--- src/rtl/reset_seq_pkg.sv ---
// Shared types and helpers for the reset sequencer: FSM state encoding and
// the decode from a state to the reset levels it implies.
package reset_seq_pkg;

  localparam int STATE_W = 3;

  // Encodings 5-7 are never produced. If one appears anyway, the FSM returns to S_RESET.
  typedef enum logic [STATE_W-1:0] {
    S_RESET     = 3'd0,
    S_WAIT_LOCK = 3'd1,
    S_HOLD      = 3'd2,
    S_STAGGER   = 3'd3,
    S_RUN       = 3'd4
  } state_t;

  // Peripherals are released first, on entry to S_STAGGER.
  function automatic logic periph_reset_of(state_t s);
    return !((s == S_STAGGER) || (s == S_RUN));
  endfunction

  // The core is released only in S_RUN. It is also "idle" in every other state.
  function automatic logic core_reset_of(state_t s);
    return (s != S_RUN);
  endfunction

endpackage

--- src/rtl/debouncer.sv ---
// Push-button conditioner. It takes the raw, bouncy, active-low button and
// synchronises it. It then filters it to a debounced level and emits a one-cycle
// press pulse when that level goes from 1 to 0.
module debouncer #(
  parameter int SYNC_STAGES     = 2,
  parameter int DEBOUNCE_CYCLES = 65536,
  parameter int CNT_W           = 17
) (
  input  logic clock,
  input  logic N_RESET,
  input  logic button_raw,
  output logic press
);

  localparam logic [CNT_W-1:0] CNT_LAST = CNT_W'(DEBOUNCE_CYCLES - 1);

  logic [SYNC_STAGES-1:0] sync_q;
  logic                   sample;
  logic                   level_q;
  logic                   press_q;
  logic [CNT_W-1:0]       cnt_q;

  assign sample = sync_q[SYNC_STAGES-1];
  assign press  = press_q;

  // Synchronizer chain. The button is released (1) during reset, so coming
  // out of reset never looks like a press.
  always_ff @(posedge clock or negedge N_RESET) begin
    if (!N_RESET) begin
      sync_q <= '1;
    end else begin
      // NOTE: non-blocking assignments make every stage sample the previous
      // stage's old value, which is what makes this a real shift chain.
      sync_q <= {sync_q[SYNC_STAGES-2:0], button_raw};
    end
  end

  // Debounce counter. The level follows the sample only after it has
  // disagreed for DEBOUNCE_CYCLES consecutive cycles. The press pulse is raised
  // on the same edge that the level falls.
  always_ff @(posedge clock or negedge N_RESET) begin
    if (!N_RESET) begin
      level_q <= 1'b1;
      cnt_q   <= '0;
      press_q <= 1'b0;
    end else begin
      press_q <= 1'b0;
      if (sample == level_q) begin
        cnt_q <= '0;
      end else if (cnt_q == CNT_LAST) begin
        level_q <= sample;
        cnt_q   <= '0;
        press_q <= ~sample;
      end else begin
        cnt_q <= cnt_q + CNT_W'(1);
      end
    end
  end

endmodule

--- src/rtl/reset_sequencer.sv ---
// Board-level reset sequencer. It turns the raw N_RESET pin, the PLL lock flag
// and the user push-button into staged, synchronous resets. Peripherals are
// released first, and the core is released STAGGER_CYCLES later. It also
// provides an idle flag and a state code for the status LEDs.
module reset_sequencer
  import reset_seq_pkg::*;
#(
  parameter int SYNC_STAGES        = 2,
  parameter int LOCK_STABLE_CYCLES = 1024,
  parameter int HOLD_CYCLES        = 16,
  parameter int STAGGER_CYCLES     = 4,
  parameter int DEBOUNCE_CYCLES    = 65536,
  parameter int CNT_W              = 17
) (
  input  logic               clock,
  input  logic               N_RESET,
  input  logic               pllLock,
  input  logic               softResetButton,
  output logic               periphReset,
  output logic               coreReset,
  output logic               idle,
  output logic [STATE_W-1:0] state
);

  localparam logic [CNT_W-1:0] LOCK_LAST    = CNT_W'(LOCK_STABLE_CYCLES - 1);
  localparam logic [CNT_W-1:0] HOLD_LAST    = CNT_W'(HOLD_CYCLES - 1);
  localparam logic [CNT_W-1:0] STAGGER_LAST = CNT_W'(STAGGER_CYCLES - 1);

  logic [SYNC_STAGES-1:0] rst_sync_q;
  logic [SYNC_STAGES-1:0] lock_sync_q;
  logic                   rst_ok;
  logic                   lock_ok;
  logic                   press;

  state_t                 state_q;
  state_t                 state_d;
  logic [CNT_W-1:0]       cnt_q;
  logic [CNT_W-1:0]       cnt_d;
  logic                   periph_q;
  logic                   core_q;

  assign rst_ok  = rst_sync_q[SYNC_STAGES-1];
  assign lock_ok = lock_sync_q[SYNC_STAGES-1];

  // Reset-release chain. It is cleared asynchronously and fills with 1s, so
  // the FSM only leaves S_RESET a fixed number of clean edges after N_RESET rises.
  always_ff @(posedge clock or negedge N_RESET) begin
    if (!N_RESET) begin
      rst_sync_q <= '0;
    end else begin
      rst_sync_q <= {rst_sync_q[SYNC_STAGES-2:0], 1'b1};
    end
  end

  // PLL lock synchronizer. Lock is treated as absent until it has been seen
  // through the full chain.
  always_ff @(posedge clock or negedge N_RESET) begin
    if (!N_RESET) begin
      lock_sync_q <= '0;
    end else begin
      lock_sync_q <= {lock_sync_q[SYNC_STAGES-2:0], pllLock};
    end
  end

  debouncer #(
    .SYNC_STAGES     (SYNC_STAGES),
    .DEBOUNCE_CYCLES (DEBOUNCE_CYCLES),
    .CNT_W           (CNT_W)
  ) u_debouncer (
    .clock      (clock),
    .N_RESET    (N_RESET),
    .button_raw (softResetButton),
    .press      (press)
  );

  // State and shared phase counter.
  always_ff @(posedge clock or negedge N_RESET) begin
    if (!N_RESET) begin
      state_q <= S_RESET;
      cnt_q   <= '0;
    end else begin
      state_q <= state_d;
      cnt_q   <= cnt_d;
    end
  end

  // Next-state logic. The case handles the normal progression and counter
  // expiry. The override afterwards applies lock loss and then button press,
  // so those take precedence over expiry.
  always_comb begin
    // NOTE: every output of this block gets a default first, so no path
    // leaves a signal unassigned and no latch is inferred.
    state_d = state_q;
    cnt_d   = cnt_q;

    case (state_q)
      S_RESET: begin
        cnt_d = '0;
        if (rst_ok) state_d = S_WAIT_LOCK;
      end
      S_WAIT_LOCK: begin
        if (!lock_ok) begin
          cnt_d = '0;
        end else if (cnt_q == LOCK_LAST) begin
          state_d = S_HOLD;
          cnt_d   = '0;
        end else begin
          cnt_d = cnt_q + CNT_W'(1);
        end
      end
      S_HOLD: begin
        if (cnt_q == HOLD_LAST) begin
          state_d = S_STAGGER;
          cnt_d   = '0;
        end else begin
          cnt_d = cnt_q + CNT_W'(1);
        end
      end
      S_STAGGER: begin
        if (cnt_q == STAGGER_LAST) begin
          state_d = S_RUN;
          cnt_d   = '0;
        end else begin
          cnt_d = cnt_q + CNT_W'(1);
        end
      end
      S_RUN: begin
        cnt_d = '0;
      end
      default: begin
        state_d = S_RESET;
        cnt_d   = '0;
      end
    endcase

    // Once lock has been qualified, losing it sends us back to requalify.
    // A button press restarts the hold period. Presses are ignored before
    // lock is qualified.
    if ((state_q == S_HOLD) || (state_q == S_STAGGER) || (state_q == S_RUN)) begin
      if (!lock_ok) begin
        state_d = S_WAIT_LOCK;
        cnt_d   = '0;
      end else if (press) begin
        state_d = S_HOLD;
        cnt_d   = '0;
      end
    end
  end

  // Reset outputs are registered from the next state. They change on the same
  // edge as the state and are always glitch-free.
  always_ff @(posedge clock or negedge N_RESET) begin
    if (!N_RESET) begin
      periph_q <= 1'b1;
      core_q   <= 1'b1;
    end else begin
      periph_q <= periph_reset_of(state_d);
      core_q   <= core_reset_of(state_d);
    end
  end

  assign periphReset = periph_q;
  assign coreReset   = core_q;
  assign idle        = core_q;
  assign state       = state_q;

endmodule

--- config.mk ---
export PLATFORM = sky130hd
export DESIGN_NAME = reset_sequencer
export DESIGN_NICKNAME = d
export VERILOG_FILES = /design/src/rtl/reset_seq_pkg.sv /design/src/rtl/debouncer.sv /design/src/rtl/reset_sequencer.sv
export SDC_FILE = /design/constraint.sdc
export NUM_CORES = 1
export LEC_CHECK = 0
export ABC_AREA = 1
export BUFFER_PORTS_ARGS = -buffer_cell sky130_fd_sc_hd__buf_2
export CAP_MARGIN = 20
export CORE_MARGIN = 2
export CORE_UTILIZATION = 55
export CTS_CLUSTER_SIZE = 20
export DETAILED_ROUTE_END_ITERATION = 7
export PLACE_DENSITY = 0.71
export SLEW_MARGIN = 20
export SYNTH_ARGS = -nofsm -noshare
export SYNTH_HDL_FRONTEND = slang
export SYNTH_HIERARCHICAL = 1
export SYNTH_SLANG_ARGS = --single-unit
--- constraint.sdc ---
create_clock -name clock -period 1.67 [get_ports clock]
set_input_delay 0.2505 -clock clock [delete_from_list [all_inputs] [get_ports clock]]
set_output_delay 0.2505 -clock clock [all_outputs]
set_load 0.03 [all_outputs]
==> flow_summary.json, run 1 <==
{
  "yosysUniqueCellTypes": 32,
  "synth_edf_count": 0,
  "post-route-util_pct": 66.4,
  "synth-xor-area-share_pct": 8.37,
  "drt-initial-drc-count": 90,
  "worst_path_most_repeated_cell": "nand2_1",
  "rsz0062_at_grt": "no",
  "drt.antenna.violating_nets": 0,
  "syn2layout_area_growth_pct": 13.4,
  "cpMaxStageDelayCell": "dfrtp_1",
  "multi_input_area_um2": 1120,
  "drc": 0,
  "cp.arrival_ns": 1.74,
  "post-route-period-util_pct": 92.7,
  "root_buffer": "clkbuf_8",
  "finalWirelength_um": 4330,
  "leakagePower_uw": 0.00121,
  "drv_slew": 0,
  "finClkSkew_ns": 0.0118,
  "gp_congestion": 0.827,
  "grt_pass1_wl_um": 7520,
  "synth_top_family_by_area": "simple AND/OR/NAND/NOR gates",
  "slowest_delay_ns": 0.40,
  "fill_cells": 321,
  "synth_area_um2": 2390,
  "initial_core_util_pct": 58.5,
  "clk-insertion-delay-late_ns": 0.30,
  "core-area_um2": 4090,
  "ys_ff_latch": 47,
  "numCtsBuffers": 5,
  "setup_viol": 0,
  "worst-path-buf-inv": 1,
  "dp_hpwl_um": 3110,
  "grt_pass1_vias": 1770,
  "cts.reportedPaths.clkPinSlew_ns": 0.09,
  "cp-end-kind": "register",
  "synthAdderAreaFrac_pct": 1.05,
  "hold_viol": 0,
  "start_kind": "register",
  "crit_type": "register to register",
  "diodes": 0,
  "synthMuxAreaShare_pct": 0,
  "wl_per_cell_um": 11.9,
  "required_ns": 1.86,
  "seq_area_frac_synth_pct": 49.4,
  "tns_ns": 0,
  "worstPathCellList": "ha_4, nand3_2, nor3_4, nand2_1, nand2_1, nand3_1, nand4_2, buf_12, nor2_1",
  "grt-ovfl-total": 0,
  "fmax_mhz": 646,
  "synth_area_per_cell_um2": 8.34,
  "grt_usage_pct": 19.3,
  "synth-simple-area-share_pct": 33.6,
  "final_common_cell": "nor2_1",
  "crit_family": "simple AND/OR/NAND/NOR gates",
  "die_h_um": 70.0,
  "vdd_drop_max_v": 0.000470,
  "clockBufferDepth": 2,
  "drv_cap": 0,
  "antenna_found_initial": 0,
  "final_cell_mix": "69 x nor2_1, 62 x nand2_1, 42 x dfrtp_1",
  "num_vias": 1830,
  "ctsHtreeMaxLevel": 2,
  "fin_nets": 317,
  "crit_fanout": 17,
  "ys_warn_count": 6,
  "io_buffers": 9,
  "clock_sinks": 47,
  "synthArstFlopShare_pct": 100,
  "via_per_inst": 5.06,
  "drive_gt1_share_pct": 17.3,
  "total_power_uw": 2020,
  "die_w_um": 70.0,
  "row_count": 23,
  "firstDrtPassIters": 4,
  "worstHoldPathType": "input port to register",
  "grt_max_degree": 27,
  "status": "finished, final reports clean",
  "register_area_um2": 1180,
  "synth_compound_area_share_pct": 2.20,
  "die_area_um2": 4890,
  "slew_headroom_pct": 65.3,
  "synth_flop_cell": "dfrtp_1",
  "syn_nets": 293,
  "synthCells": 287,
  "p_per_area_nw_per_um2": 743,
  "ios": 10,
  "worst_pin_slew_ns": 0.521,
  "fin_hold_ws_ns": 0.0370,
  "period_needed_ns": 1.55,
  "cts_tree": "built"
}
[metal layers]
layer / share of wire, % / track usage, % / routed length, um
met1: 45 / 22.9 / 1930
met2: 50 / 33.1 / 2170
met3: 3.4 / 4.91 / 146
met4: 2.0 / 8.33 / 86
met5: 0 / 0 / 0
[registers in the layout, indices dropped and copies added, names as in the netlist]
signal	cells
u_debouncer/press	1
coreReset	1
u_debouncer/cnt_q	17
u_debouncer/level_q	1
rst_sync_q	2
state	3
u_debouncer/sync_q	2
periphReset	1
lock_sync_q	2
cnt_q	17
[kinds of logic after synthesis]
group           count (synthesis)
other cells                     1
simple gates                  177
fa+ha+maj                       2
compound gates                  8
flops                          47
buf+inv                        30
xor+xnor                       22
[layout make-up]
class	instances	share of cell area (%)
well taps	50	2.31
flip-flops and latches	47	43.6
clock buffers	5	2.54
clock inverters	3	0.922
repair buffers	19	5.44
multi-input cells	210	41.4
inverters	28	3.87
[power by group]
group / switching (uW) / internal (uW) / leakage, uW
sequential: 21.0 / 1160 / 0.000621
combinational: 86.8 / 53.8 / 0.000547
clock: 392 / 299 / 0.0000443
total: 500 / 1520 / 0.00121
[per-stage QoR]
| stage | setup slack, ns | area, um2 | instances |
|---|---|---|---|
| 2_1_floorplan | 0.121 | 2390 | 287 |
| 3_5_place_dp | 0.0140 | 2560 | 351 |
| 6_report | 0.123 | 2710 | 362 |
| 5_1_grt | 0.000349 | 2710 | 362 |
| 3_3_place_gp | 0.103 | 2560 | 351 |
| 4_1_cts | 0.00792 | 2690 | 362 |
[final timing paths]
check                                    startpoint                         endpoint  slack [ns]  cells past startpoint
setup / recovery                 cnt_q[1]$_DFF_PN0_              cnt_q[11]$_DFF_PN0_        0.12                      9
hold / removal                      softResetButton  u_debouncer/sync_q[0]$_DFF_PN1_        0.04                      1
setup reg to reg                 cnt_q[1]$_DFF_PN0_              cnt_q[11]$_DFF_PN0_        0.12                      9
hold reg to reg            lock_sync_q[0]$_DFF_PN0_         lock_sync_q[1]$_DFF_PN0_        0.36                      0
max in group asynchronous                   N_RESET              cnt_q[12]$_DFF_PN0_        0.71                      3
min in group asynchronous                   N_RESET               cnt_q[2]$_DFF_PN0_        0.44                      2
[timing repair]
item / in CTS / in global routing
hold buffers: 1 / 0
endpoints found under the setup margin: 1 / 21
setup buffers: 2 / 0
pin swaps: 1 / 4
gates resized for setup: 2 / 5
hold endpoints to repair: 16 / 0
[cells in the mapped netlist, types with 2 or more instances]
| library cell | instances | area (um2) |
|---|---|---|
| a21oi_1 | 2 | 10.0 |
| nor3_1 | 3 | 15.0 |
| nor2_4 | 4 | 45.0 |
| ha_1 | 2 | 25.0 |
| inv_1 | 27 | 101 |
| nor2_1 | 70 | 263 |
| xor2_1 | 12 | 105 |
| nand3_1 | 15 | 75.1 |
| nor2_2 | 2 | 12.5 |
| dfstp_2 | 5 | 131 |
| dfrtp_1 | 42 | 1050 |
| nand2_2 | 5 | 31.3 |
| nand4_1 | 9 | 56.3 |
| nand2_1 | 62 | 233 |
| xnor2_1 | 9 | 78.8 |
| o21bai_1 | 2 | 15.0 |
No activity file was read; power rests on OpenSTA's default activity.
==> run 2: changes to the inputs <==
--- a/config.mk
+++ b/config.mk
@@ -8,11 +8,14 @@
 export ABC_AREA = 1
 export BUFFER_PORTS_ARGS = -buffer_cell sky130_fd_sc_hd__buf_2
 export CAP_MARGIN = 20
+export CORE_ASPECT_RATIO = 1.5
 export CORE_MARGIN = 2
 export CORE_UTILIZATION = 55
 export CTS_CLUSTER_SIZE = 20
 export DETAILED_ROUTE_END_ITERATION = 7
+export MAX_ROUTING_LAYER = met4
 export PLACE_DENSITY = 0.71
+export REMOVE_ABC_BUFFERS = 1
 export SLEW_MARGIN = 20
 export SYNTH_ARGS = -nofsm -noshare
 export SYNTH_HDL_FRONTEND = slang
==> run 2 against run 1 <==
Worst hold slack improved by 0.0074 ns; critical path depth grew 1; cell area is 0.69% higher; clock power grew 6.7%; sequential cell count is the same; worst setup slack worse by 0.026 ns; global-route usage is 1.5 points higher; combinational power about the same; via count grew 0.55%; critical path type unchanged; critical endpoint is now periphReset$_DFF_PN1_.
==> flow_summary.json, run 2 (synthesis results as in run 1) <==
{
  "drive_gt1_share_pct": 17.7,
  "clk-insertion-delay-late_ns": 0.30,
  "regToRegSetupSlack_ns": 0.1,
  "grt_usage_pct": 20.8,
  "setup_viol": 0,
  "grt_max_degree": 19,
  "syn2layout_area_growth_pct": 14.2,
  "core-area_um2": 4210,
  "worstHoldPathType": "input port to register",
  "finalWirelength_um": 4380,
  "hold_viol": 0,
  "die_area_um2": 4900,
  "min-delay-start": "softResetButton",
  "drc": 0,
  "cts.reportedPaths.clkPinSlew_ns": 0.08,
  "drt-initial-drc-count": 48,
  "drv_cap": 0,
  "fmax_mhz": 636,
  "post-route-period-util_pct": 94.2,
  "die_h_um": 84.8,
  "clock_sinks": 47,
  "ctsHtreeMaxLevel": 2,
  "grt_pass1_vias": 1778,
  "start_kind": "register",
  "row_count": 29,
  "initial_core_util_pct": 56.8,
  "numCtsBuffers": 5,
  "cts_tree": "built",
  "diodes": 0,
  "worstSetupStartpoint": "cnt_q[0]$_DFF_PN0_",
  "grt-ovfl-total": 0,
  "num_vias": 1840,
  "status": "finished, final reports clean",
  "drv_slew": 0,
  "via_per_inst": 5.08,
  "rsz0062_at_grt": "yes",
  "gp_congestion": 0.855,
  "p_per_area_nw_per_um2": 754,
  "period_needed_ns": 1.57,
  "io_buffers": 9,
  "finClkSkew_ns": 0.00410,
  "dpl.cell_count": 350,
  "clockBufferDepth": 2,
  "worstReg2RegStart": "cnt_q[0]$_DFF_PN0_",
  "tns_ns": 0,
  "antenna_found_initial": 0,
  "leakagePower_uw": 0.00124,
  "final_cell_mix": "69 x nor2_1, 61 x nand2_1, 42 x dfrtp_1",
  "dp_hpwl_um": 3330,
  "wl_per_cell_um": 12.1,
  "grt_pass1_wl_um": 7600,
  "root_buffer": "clkbuf_8",
  "firstDrtPassIters": 4,
  "drt.antenna.violating_nets": 0,
  "ios": 10,
  "required_ns": 1.91,
  "final_common_cell": "nor2_1",
  "crit_fanout": 4,
  "crit_type": "register to register",
  "cp-end-kind": "register",
  "fin_nets": 321,
  "die_w_um": 57.9,
  "vdd_drop_max_v": 0.000858,
  "fin_cells": 362,
  "cp.arrival_ns": 1.81
}
-- run 2: metrics by stage --
step           setup slack (ns)  power, uW  cell area (um2)  hold WS, ns  util [%]
2_1_floorplan             0.145       1270             2370      -0.0451         -
3_3_place_gp              0.133       1320             2550        0.193      60.6
3_5_place_dp             0.0998       1330             2550        0.193      60.6
4_1_cts                  0.0844       2060             2660       0.0316      63.2
5_1_grt                 -0.0514       2150             2730       0.0253      64.9
6_report                 0.0965       2060             2730       0.0444      64.9
-- run 2: area by class of cell --
class,count,area (um2)
Inverter,28,105
Sequential cell,47,1180
Clock buffer,8,100
Tap cell,46,57.6
Multi-Input combinational cell,210,1130
Timing Repair Buffer,23,158
Fill cell,365,1480
-- run 2: path summary, 6_finish.rpt --
| kind | cells after the start | to |
|---|---|---|
| setup / recovery | 10 | periphReset$_DFF_PN1_ |
| setup reg to reg | 10 | periphReset$_DFF_PN1_ |
| min in group asynchronous | 2 | cnt_q[15]$_DFF_PN0_ |
| hold / removal | 1 | u_debouncer/sync_q[0]$_DFF_PN1_ |
| max in group asynchronous | 3 | u_debouncer/sync_q[1]$_DFF_PN1_ |
| hold reg to reg | 0 | u_debouncer/sync_q[1]$_DFF_PN1_ |
-- run 2: worst max-delay path: stages (launching register included) --
cell,delay (ns)
dfrtp_1,0.41
ha_4,0.17
nand3_4,0.09
nor3_4,0.26
buf_4,0.16
nand3_1,0.07
nand2_1,0.06
nand3_1,0.07
nand2_1,0.08
nor2_1,0.05
nor2_1,0.08
-- run 2: routing by layer --
| metal | vias to the layer above | share of wire, % | track usage [%] |
|---|---|---|---|
| met3 | 6 | 1.6 | 4.16 |
| met1 | 871 | 39 | 22.2 |
| met5 | - | 0 | - |
| met4 | 0 | 1.8 | 9.30 |
| met2 | 14 | 57 | 36.2 |
| li1 | 949 | - | - |
-- run 2: power by group --
part	internal (uW)	switching, uW	leakage, uW
sequential	1160	21.3	0.000621
combinational	51.9	88.0	0.000563
clock	378	360	0.0000515
-- run 2: what timing repair did --
action | CTS | global route
hold buffers | 1 | 0
gates resized for setup | 0 | 10
setup endpoints to repair | 0 | 18
setup buffers | 0 | 2
endpoints found under the hold margin | 14 | 0
==> run 3: changes to the inputs <==
==> constraint.sdc (replaced) <==
create_clock -name clock -period 1.4 [get_ports clock]
set_input_delay 0.21 -clock clock [delete_from_list [all_inputs] [get_ports clock]]
set_output_delay 0.21 -clock clock [all_outputs]
set_load 0.03 [all_outputs]
==> run 3 against run 2 <==
The flow now finishes with violations (setup timing); worst hold slack worse by 0.023 ns; combinational power up 44%; non-clock buffer count increased by 22; worst setup slack lost 0.24 ns; power increased by 27%; first-iteration DRC count grew 21%; via count grew 8.3%; critical endpoint is now cnt_q[3]$_DFF_PN0_.
==> flow_summary.json, run 3 (synthesis results as in run 1) <==
{
  "status": "complete, but fails checks",
  "violations": "setup timing",
  "worstPathCellList": "ha_4, inv_1, nor2_1, nand2_1, nor2_1, nand2_1, nand2_1, nand3_1, nand4_2, buf_12, nor2_1",
  "grt_usage_pct": 23.2,
  "crit_fanout": 17,
  "reg2reg_to": "cnt_q[3]$_DFF_PN0_",
  "period_needed_ns": 1.55,
  "ctsHtreeMaxLevel": 2,
  "vdd_drop_max_v": 0.000902,
  "finalWirelength_um": 5050,
  "total_power_uw": 2610,
  "die_w_um": 57.9,
  "numCtsBuffers": 5,
  "grt_pass1_wl_um": 8490,
  "start_kind": "register",
  "clock_sinks": 47,
  "rr_worst_depth": 11,
  "final_cell_mix": "60 x nand2_1, 59 x nor2_1, 42 x dfrtp_1",
  "min_to": "lock_sync_q[0]$_DFF_PN0_",
  "fin_nets": 344,
  "p_per_area_nw_per_um2": 854,
  "pwr-share-comb_pct": 7.7,
  "die_h_um": 84.8,
  "cts.reportedPaths.clkPinSlew_ns": 0.09,
  "drv_cap": 0,
  "crit_family": "simple AND/OR/NAND/NOR gates",
  "hold_viol": 0,
  "initial_core_util_pct": 56.8,
  "min-delay-start": "pllLock",
  "final_common_cell": "nand2_1",
  "required_ns": 1.59,
  "grt_pass1_vias": 2096,
  "switchingPower_uw": 607,
  "ios": 10,
  "leakagePower_uw": 0.00138,
  "tns_ns": -2.76,
  "worstHoldPathCells": 1,
  "gp_congestion": 0.834,
  "crit_type": "register to register",
  "place_area_um2": 2720,
  "antenna_found_initial": 0,
  "fmax_mhz": 647,
  "internal_power_uw": 2010,
  "root_buffer": "clkbuf_8",
  "diodes": 0,
  "num_vias": 1992,
  "clockBufferDepth": 2,
  "regToRegSetupSlack_ns": -0.15,
  "core-area_um2": 4210,
  "clk-insertion-delay-late_ns": 0.31,
  "p_seq_share_pct": 54.0,
  "setup_viol": 32,
  "via_per_inst": 5.17,
  "post-route-period-util_pct": 110,
  "drt-initial-drc-count": 58,
  "syn2layout_area_growth_pct": 27.9,
  "drive_gt1_share_pct": 29.2,
  "cp-end-kind": "register",
  "wl_per_cell_um": 13.1,
  "drt.antenna.violating_nets": 0,
  "fill_cells": 318,
  "grt-ovfl-total": 0,
  "die_area_um2": 4900,
  "drc": 0,
  "fin_ws_ns": -0.145,
  "cpMaxStageDelayCell": "dfrtp_1",
  "dp_hpwl_um": 3420,
  "postLayoutCellArea_um2": 3060,
  "io_buffers": 9,
  "worst-path-buf-inv": 2,
  "worstHoldPathType": "input port to register",
  "drv_slew": 0,
  "cp.arrival_ns": 1.73,
  "rsz0062_at_grt": "yes",
  "row_count": 29,
  "post-route-util_pct": 72.7,
  "power.share.switching_pct": 23.2,
  "slowest_delay_ns": 0.40,
  "pwr-share-clk_pct": 38.3,
  "grt_max_degree": 48,
  "firstDrtPassIters": 4,
  "finClkSkew_ns": 0.0115,
  "fin_hold_ws_ns": 0.0212,
  "cts_tree": "built",
  "worstReg2RegStart": "cnt_q[1]$_DFF_PN0_"
}
-- run 3: metal layers --
layer / global-route usage (%) / vias up / part of all wire [%]
met5: - / - / 0
met4: 12.5 / 0 / 3.3
met3: 4.31 / 14 / 2.1
met2: 42.1 / 27 / 57
met1: 22.2 / 951 / 38
li1: - / 1000 / -
-- run 3: final cells by class --
type / count / area, um2 / share of cell area [%]
Clock buffer: 5 / 68.8 / 2.25
Tap cell: 46 / 57.6 / 1.88
Clock inverter: 3 / 43.8 / 1.43
Timing Repair Buffer: 45 / 357 / 11.7
Sequential cell: 47 / 1180 / 38.6
Inverter: 28 / 105 / 3.43
Multi-Input combinational cell: 211 / 1250 / 40.7
-- run 3: worst max-delay path by stage --
stage | from | slack (ns) | end | cells past startpoint
after floorplan | cnt_q[0]$_DFF_PN0_ | -0.13 | cnt_q[11]$_DFF_PN0_ | 8
after global placement | cnt_q[1]$_DFF_PN0_ | -0.09 | cnt_q[16]$_DFF_PN0_ | 8
after detailed placement | cnt_q[0]$_DFF_PN0_ | -0.14 | periphReset$_DFF_PN1_ | 12
after CTS | cnt_q[1]$_DFF_PN0_ | -0.15 | cnt_q[3]$_DFF_PN0_ | 11
after global routing | cnt_q[1]$_DFF_PN0_ | -0.27 | periphReset$_DFF_PN1_ | 12
final | cnt_q[1]$_DFF_PN0_ | -0.15 | cnt_q[3]$_DFF_PN0_ | 11
-- run 3: timing repair --
action                                  CTS  global route
cloned                                    1             0
endpoints found under the hold margin    43             0
hold buffers                              2             0
endpoints found under the setup margin   30            39
pin swaps                                 3             9
resized for setup                         9            31
setup buffers                             2             3
-- run 3: power by group through the flow --
stage | Clock (uW) | Combinational [uW] | Sequential (uW)
final | 1000 | 202 | 1410
after global routing | 1070 | 225 | 1420
after CTS | 1020 | 191 | 1410
after detailed placement | 0 | 177 | 1430
after global placement | 0 | 172 | 1430
after floorplan | 0 | 74.4 | 1440
-- run 3: stage by stage --
stage | worst slack, ns | instances
floorplan | -0.125 | 285
global placement | -0.0855 | 369
detailed placement | -0.138 | 369
CTS | -0.145 | 382
global route | -0.268 | 385
finish | -0.145 | 385
